### config.mk
export PLATFORM = sky130hd
export DESIGN_NAME = decode_queue
export DESIGN_NICKNAME = d
export VERILOG_FILES = /design/src/rtl/decode_pkg.sv /design/src/rtl/instr_fifo.sv /design/src/rtl/decode_queue.sv
export SDC_FILE = /design/constraint.sdc
export NUM_CORES = 1
export LEC_CHECK = 0
export BUFFER_PORTS_ARGS = -buffer_cell sky130_fd_sc_hd__buf_2
export CAP_MARGIN = 10
export CORE_ASPECT_RATIO = 0.9
export CORE_MARGIN = 4
export CORE_UTILIZATION = 50
export CTS_CLUSTER_DIAMETER = 30
export DETAILED_ROUTE_END_ITERATION = 8
export HOLD_SLACK_MARGIN = 0.08
export PLACE_DENSITY = 0.73
export SLEW_MARGIN = 20
export SYNTH_ARGS = -nofsm -noshare
export SYNTH_HDL_FRONTEND = slang
export SYNTH_HIERARCHICAL = 1
export SYNTH_SLANG_ARGS = --single-unit
### constraint.sdc
create_clock -name clk -period 2.9 [get_ports clk]
set_input_delay 0.29 -clock clk [delete_from_list [all_inputs] [get_ports clk]]
set_output_delay 0.29 -clock clk [all_outputs]
set_load 0.05 [all_outputs]
### src/rtl/decode_pkg.sv
// Shared opcode encodings and instruction field positions for the decode stage.
package decode_pkg;
    localparam logic [1:0] OP_DP  = 2'b00;
    localparam logic [1:0] OP_MEM = 2'b01;
    localparam logic [1:0] OP_BR  = 2'b10;

    localparam logic [3:0] PC_REG = 4'd15;

    localparam int COND_HI  = 31;
    localparam int COND_LO  = 28;
    localparam int OP_HI    = 27;
    localparam int OP_LO    = 26;
    localparam int LINK_BIT = 24;
    localparam int L_BIT    = 20;
    localparam int RN_HI    = 19;
    localparam int RN_LO    = 16;
    localparam int RD_HI    = 15;
    localparam int RD_LO    = 12;
    localparam int RM_HI    = 3;
    localparam int RM_LO    = 0;
endpackage

### src/rtl/instr_fifo.sv
// Circular instruction queue: storage array, wrapping pointers and occupancy count.
module instr_fifo #(
    parameter int DEPTH = 4,
    parameter int W     = 64,
    localparam int AW   = $clog2(DEPTH),
    localparam int CW   = $clog2(DEPTH + 1)
) (
    input  logic          clk,
    input  logic          rst_n,
    input  logic          push_i,
    input  logic          pop_i,
    input  logic          clear_i,
    input  logic [W-1:0]  wdata_i,
    output logic [W-1:0]  rdata_o,
    output logic [CW-1:0] count_o
);
    localparam logic [CW-1:0] FULL_C = CW'(DEPTH);

    logic [W-1:0]  mem_q [DEPTH];
    logic [AW-1:0] wptr_q, wptr_d;
    logic [AW-1:0] rptr_q, rptr_d;
    logic [CW-1:0] cnt_q, cnt_d;
    logic          do_push, do_pop;

    // Guards keep the count bounded even if a caller misbehaves.
    assign do_push = push_i & ~clear_i & (cnt_q != FULL_C);
    assign do_pop  = pop_i  & ~clear_i & (cnt_q != '0);

    always_comb begin
        wptr_d = wptr_q;
        rptr_d = rptr_q;
        cnt_d  = cnt_q;
        if (clear_i) begin
            wptr_d = '0;
            rptr_d = '0;
            cnt_d  = '0;
        end else begin
            if (do_push) wptr_d = wptr_q + AW'(1);
            if (do_pop)  rptr_d = rptr_q + AW'(1);
            cnt_d = cnt_q + CW'(do_push) - CW'(do_pop);
        end
    end

    always_ff @(posedge clk or negedge rst_n) begin
        if (!rst_n) begin
            wptr_q <= '0;
            rptr_q <= '0;
            cnt_q  <= '0;
        end else begin
            wptr_q <= wptr_d;
            rptr_q <= rptr_d;
            cnt_q  <= cnt_d;
        end
    end

    always_ff @(posedge clk) begin
        if (do_push) mem_q[wptr_q] <= wdata_i;
    end

    assign rdata_o = mem_q[rptr_q];
    assign count_o = cnt_q;
endmodule

### src/rtl/decode_queue.sv
// Fetch-to-decode instruction queue feeding the ID register, with bypass, stall, flush
// and register-address extraction from the ID register.
module decode_queue
    import decode_pkg::*;
#(
    parameter int DEPTH = 4,
    parameter int IW    = 32,
    parameter int PW    = 32,
    localparam int CW   = $clog2(DEPTH + 1)
) (
    input  logic          clk,
    input  logic          reset,
    input  logic          in_valid,
    output logic          in_ready,
    input  logic [IW-1:0] in_instr,
    input  logic [PW-1:0] in_pc8,
    input  logic          stall,
    input  logic          flush,
    output logic          out_valid,
    output logic [IW-1:0] out_instr,
    output logic [PW-1:0] out_pc8,
    output logic [3:0]    out_rd,
    output logic [3:0]    out_cond,
    output logic [3:0]    out_ra1,
    output logic [3:0]    out_ra2,
    output logic          out_bl,
    output logic [CW-1:0] count
);
    localparam logic [CW-1:0] FULL_C = CW'(DEPTH);

    logic [IW+PW-1:0] head;
    logic             push, advance, q_empty, pop, bypass, fifo_push;

    logic          vld_q, vld_d;
    logic [IW-1:0] instr_q, instr_d;
    logic [PW-1:0] pc8_q, pc8_d;
    logic [1:0]    op;

    // Readiness looks at occupancy only, so a full queue refuses even when popping.
    assign in_ready  = (count < FULL_C);
    assign push      = in_valid & in_ready & ~flush;
    assign advance   = ~stall | flush;
    assign q_empty   = (count == '0);
    assign pop       = advance & ~flush & ~q_empty;
    assign bypass    = advance & ~flush & q_empty & push;
    assign fifo_push = push & ~bypass;

    instr_fifo #(
        .DEPTH (DEPTH),
        .W     (IW + PW)
    ) u_fifo (
        .clk     (clk),
        .rst_n   (reset),
        .push_i  (fifo_push),
        .pop_i   (pop),
        .clear_i (flush),
        .wdata_i ({in_instr, in_pc8}),
        .rdata_o (head),
        .count_o (count)
    );

    always_comb begin
        vld_d   = vld_q;
        instr_d = instr_q;
        pc8_d   = pc8_q;
        if (flush || (advance && !pop && !bypass)) begin
            vld_d   = 1'b0;
            instr_d = '0;
            pc8_d   = '0;
        end else if (pop) begin
            vld_d   = 1'b1;
            instr_d = head[IW+PW-1:PW];
            pc8_d   = head[PW-1:0];
        end else if (bypass) begin
            vld_d   = 1'b1;
            instr_d = in_instr;
            pc8_d   = in_pc8;
        end
    end

    // ID register; bubbles are zeroed so they decode as harmless DP with r0 operands.
    always_ff @(posedge clk or negedge reset) begin
        if (!reset) begin
            vld_q   <= 1'b0;
            instr_q <= '0;
            pc8_q   <= '0;
        end else begin
            vld_q   <= vld_d;
            instr_q <= instr_d;
            pc8_q   <= pc8_d;
        end
    end

    assign op        = instr_q[OP_HI:OP_LO];
    assign out_valid = vld_q;
    assign out_instr = instr_q;
    assign out_pc8   = pc8_q;
    assign out_rd    = instr_q[RD_HI:RD_LO];
    assign out_cond  = instr_q[COND_HI:COND_LO];
    assign out_ra1   = (op == OP_BR) ? PC_REG : instr_q[RN_HI:RN_LO];
    assign out_ra2   = (op == OP_MEM && !instr_q[L_BIT]) ? instr_q[RD_HI:RD_LO]
                                                         : instr_q[RM_HI:RM_LO];
    assign out_bl    = (op == OP_BR) & instr_q[LINK_BIT];
endmodule

# == After elaboration in Yosys (flattened, before gate mapping) ==
# Memories as Yosys holds them, arrays and structs flattened.
# Index checks and enable logic that the tools add are counted.
# totals
in_bits,69
out_inout_bits,86
memories,1
register_bits,72
mem_bits_rw,256
# mem_list
memory,words,word_bits,rd,rd_ports_with_merged_regs,wr,line_no,rtl
u_fifo.mem_q,4,64,1,0,1,instr_fifo.sv:19,logic [W-1:0] mem_q [DEPTH];
# op_classes
addsub,4
reduce_logical,12
bitwise_logic,17
eq_ne,3
order_cmp,1
n_mux,18
# op_table
op,n
32-bit two-way mux,6
1-bit bitwise AND,12
2-bit two-way mux,4
4-bit two-way mux,2
3-bit nonzero test,2
1-bit two-way mux,5
"2-bit by 1-bit adder with 2-bit output, second input constant",2
1-bit NOT,4
2-bit nonzero test,2
3-bit by 1-bit adder with 3-bit output,1
1-bit logical AND,3
1-bit zero test,3
3-bit zero test,1
"3-bit < comparator, second input constant",1
3-bit two-way mux,1
"3-bit != test, second input constant",1
3-bit by 1-bit subtractor with 3-bit output,1
"2-bit by 1-bit == test with 1-bit output, second input constant",1
"2-bit == test, second input constant",1
1-bit logical OR,1
1-bit OR,1

# == Depth between registers and ports, before layout ==
# logic_depth
word_depth,12
mapped_depth,13
ltp_nobuf,12

# == Hierarchy ==
# The synthesis kept the hierarchy.
# modules_own_cells
mod,instances,cells_each,area_each_um2
instr_fifo,1,377,9679.3
decode_queue,1,394,4080.2

# == Worst setup path after synthesis ==
# OpenSTA, ideal clock, no wires.
# synth_path
path_type,register to register
from,register u_fifo.cnt_q[1] (netlist: u_fifo/count_o[1])
to,memory u_fifo.mem_q[1][0] (enable)
setup_slack_ps,-513
n_path_buf,0
t_arrival_ps,2985
path_stages_with_launch,6
setup_time_ps,429
period_less_slack_ps,3413
cell_sequence,dfrtp_1 nor3_1 nor4b_1 nand2b_1 a21oi_2 and2_1
# synth_via
elab_chain_len,10
# synth_rtl
element,line_no,rtl
start: declaration,instr_fifo.sv:22,"logic [CW-1:0] cnt_q, cnt_d;"
start signal: assignment,instr_fifo.sv:52,cnt_q <= cnt_d;
3-bit < comparator,decode_queue.sv:40,assign in_ready = (count < FULL_C);
1-bit bitwise AND (2 in series),decode_queue.sv:41,assign push = in_valid & in_ready & ~flush;
1-bit bitwise AND,decode_queue.sv:45,assign bypass = advance & ~flush & q_empty & push;
1-bit NOT,decode_queue.sv:46,assign fifo_push = push & ~bypass;
1-bit bitwise AND *,decode_queue.sv:46,
named net fifo_push,decode_queue.sv:32,"logic push, advance, q_empty, pop, bypass, fifo_push;"
1-bit bitwise AND * (2 in series),instr_fifo.sv:26,assign do_push = push_i & ~clear_i & (cnt_q != FULL_C);
1-bit two-way mux *,instr_fifo.sv:57,if (do_push) mem_q[wptr_q] <= wdata_i;
1-bit two-way mux (not written as such) *,instr_fifo.sv:57,
end: declaration,instr_fifo.sv:19,
# The timed path passes the listed nets; every way through them passes the cells marked *.

# == Worst setup path after layout ==
# layout_path
from,register u_fifo.cnt_q[1] (netlist: u_fifo/count_o[1])
to,register u_fifo.cnt_q[2] (netlist: u_fifo/count_o[2])
# layout_via
elab_chain_len,11
# layout_rtl
element,line_no,rtl
3-bit < comparator,decode_queue.sv:40,
1-bit bitwise AND (2 in series),decode_queue.sv:41,
1-bit bitwise AND,decode_queue.sv:45,
1-bit NOT,decode_queue.sv:46,
1-bit bitwise AND *,decode_queue.sv:46,
named net fifo_push,decode_queue.sv:32,
1-bit bitwise AND * (2 in series),instr_fifo.sv:26,
3-bit by 1-bit adder with 3-bit output *,instr_fifo.sv:40,cnt_d = cnt_q + CW'(do_push) - CW'(do_pop);
3-bit by 1-bit subtractor with 3-bit output *,instr_fifo.sv:40,
3-bit two-way mux *,instr_fifo.sv:33,if (clear_i) begin
named net u_fifo.cnt_d[2],instr_fifo.sv:22,
# Marks and branches as above.
# A chain may end at the register's enable or synchronous reset.

==> results.txt <==
Post-Syn Area - 13800 sq um
CP endpoint kind - flop
IO Pins - 155
Tightest Pin Transition - 0.818 ns
CP Data Required Time - 3.32 ns
First-pass GRT wire length - 48000 um
Area contributors post-synth - edfxtp_1 56%, dfrtp_1 13%, mux4_2 10%, nand3_2 8.7%, nand4_1 2.9%
Synthesized net count - 847
Layout cells sized above 1 - 45.4%
Row count - 57
Iter 0 DRT Violations - 633
Routability Congestion - 0.742
Crit Path Class - reg -> reg
Crit path to - u_fifo/count_o[2]$_DFF_PN0_
# hold bufs at CTS - 66
GRT Total Usage - 20.6%
P_leak - 6.91 nW
DP Area - 14800 sq um
R2R Path End - u_fifo/count_o[2]$_DFF_PN0_
Synth warn - 6
Fin crit period - 2.46 ns
Synthesized instance count - 771
Number of CTS-inserted buffers - 66
# nets final - 1093
Area of the core - 27000 sq um
Number of synthesized register bits - 328
H-tree levels - 3
# clock sinks - 328
Worst Clk Skew - 0.0268 ns
Fin crit share - 85.0%
Fin. Hold Viols - 0
CTS resizes - 0
Vias/cell - 5.57
Arrival @ worst endpoint - 2.88 ns
Clock-pin slew on the worst setup and hold paths - 0.04 ns
Routed vias - 7932
Clk root buf - clkbuf_16
Worst-path fanout max - 9
Sequential share of the synthesized area - 69.0%
Worst reg2reg startpoint - u_fifo/count_o[1]$_DFF_PN0_
Maximum VDD drop - 0.400 mV
Design Power - 0.0134 W
Max_cap viols - 0
Final HPWL DP - 17700 um
Number of port buffers - 154
Top-area cell type share of the netlist area - 55.9%
Worst skew pair latency - 0.56 ns
Routed Wire Length - 30500 um
Clock Tree Buf Depth - 3
WL/cell - 21.4 um
Worst Hold Class - in -> reg
Relative slew slack - 45.5%
Post-CTS Setup Bufs - 0
RSZ-0062 raised after global routing - false
Power Density - 756 nW/um^2
CP startpoint - u_fifo/count_o[1]$_DFF_PN0_
Synth Area per Inst - 17.8 sq um
Synth unique cells - 32
Setup crit start kind - flop
Maximum clock rate - 406 MHz
Initial antenna violation count - 1
Pin count of the biggest net entering global routing - 76
Antenna viol nets, final - 0
Die Ht - 165 um
Post-Route Utilization - 65.4%
Worst R2R Path Depth - 12
Design area - 17700 sq um
GRT Residual Overflow - 0
CTS tree - done
Initial core utilization - 50.9%
Synth-to-Final Area Change - 28.5%
DRC - 0
# fillers - 1841
1st-pass router iterations - 5
Final setup vio count - 0
Slew Viols, Final - 0
FF-to-FF setup slack - 0.44 ns
Yosys top cell by area - edfxtp_1
Die ar. - 30200 sq um
Setup_tns - 0 ns
Status - finished, final reports clean
Vias in the first global route - 8514
Die Wd - 183 um
## cells in the final DEF, fill, tap and decap left out, types with 3 or more instances in the layout
master,n
edfxtp_1,256
buf_2,153
nand3_2,120
dfrtp_1,70
clkbuf_16,66
dlygate4sd3_1,66
nand4_1,64
nand2_1,64
mux4_2,64
buf_4,13
buf_12,11
clkinvlp_4,10
nor2_1,9
inv_6,9
inv_1,8
nand3_1,8
clkbuf_1,8
nand2b_1,7
bufinv_16,7
clkinv_2,6
ha_1,6
mux2_2,5
clkinv_1,5
clkinv_4,5
and2_4,4
clkinv_8,3
xor2_1,3
## synthesized netlist by cell type (all sizes together)
master,count
nor2,10
xnor2,1
clkbuf,6
o31ai,1
nand2b,7
xor2,3
and2,4
fa,1
or3,1
nor4b,1
a21oi,1
ha,6
o311ai,1
buf,59
nor2b,2
a221oi,1
nor3b,1
nand2,64
mux2i,1
mux2,5
dfrtp,72
nand3,128
mux4,64
nand4,64
inv,8
edfxtp,256
nor3,3
## kinds of logic (layout without fill, tap and decap cells)
group,count (synthesis),after routing,share of synthesized area (%)
other,0,1,0
AOI/OAI and AO/OA,4,4,0.246
adders and majority gates,7,7,0.691
DFF,328,328,69.0
xor gates and xnor gates,4,4,0.255
and+or+nand+nor,285,285,14.9
buffers and inverters,73,372,4.00
muxes,70,70,11.0
## state kept, by name, summed over array words and instances, names as in the netlist
signal and cells:
out_valid 1, out_pc8 32, u_fifo/rptr_q 2, out_instr 32, u_fifo/count_o 3, u_fifo/wptr_q 2, u_fifo/mem_q 256
## cell type report
cell class                      instances  area [sq um]  share of cell area, %
Clock inverter                         45           505                   2.86
Clock buffer                           76          1710                   9.66
Sequential cell                       328          9500                   53.7
Timing Repair Buffer                  243          1740                   9.86
Inverter                                8          30.0                  0.170
Multi-Input combinational cell        370          3760                   21.2
Tap cell                              354           443                   2.50
Antenna cell                            1          2.50                 0.0141
## metrics by stage
stage          hold slack, ns  setup WS, ns  std cells
6_report                0.114         0.435       1425
5_1_grt                 0.114         0.217       1425
4_1_cts                 0.104         0.420       1424
3_5_place_dp            0.407         0.434       1237
3_3_place_gp            0.405         0.471       1237
2_1_floorplan        -0.00559         0.114        771
## worst max-delay path, cell delays in order (launching register included)
cell and delay, ns:
dfrtp_1 0.56, nor3_1 0.10, nor4b_1 0.26, nand2b_1 0.10, a21oi_2 0.13, inv_1 0.06, ha_1 0.28, inv_1 0.05
ha_1 0.13, inv_1 0.05, fa_1 0.39, xnor2_1 0.17, nor2_1 0.05
## report_power, final
part	internal, W	switching (W)
Sequential	0.00516	0.0000432
Clock	0.00490	0.00249
Combinational	0.000229	0.000551
## metal layers
| layer | share of wire (%) | GRT usage, % |
|---|---|---|
| met5 | 0 | 0 |
| met4 | 2.7 | 7.75 |
| met3 | 5.6 | 4.03 |
| met2 | 52 | 35.7 |
| met1 | 40 | 26.0 |
## how the worst min path moves through the flow
| stage | startpoint | end | slack (ns) | cells after the start |
|---|---|---|---|---|
| detailed placement | reset | out_pc8[17]$_DFFE_PN0P_ | 0.41 | 1 |
| global placement | reset | out_pc8[17]$_DFFE_PN0P_ | 0.41 | 1 |
| floorplan | reset | out_instr[0]$_DFFE_PN0P_ | -0.006 | 0 |
| CTS | flush | u_fifo/count_o[2]$_DFF_PN0_ | 0.10 | 2 |
| finish | flush | u_fifo/count_o[1]$_DFF_PN0_ | 0.11 | 2 |
| global route | flush | u_fifo/count_o[1]$_DFF_PN0_ | 0.11 | 2 |
No activity file was read; power rests on OpenSTA's default activity.
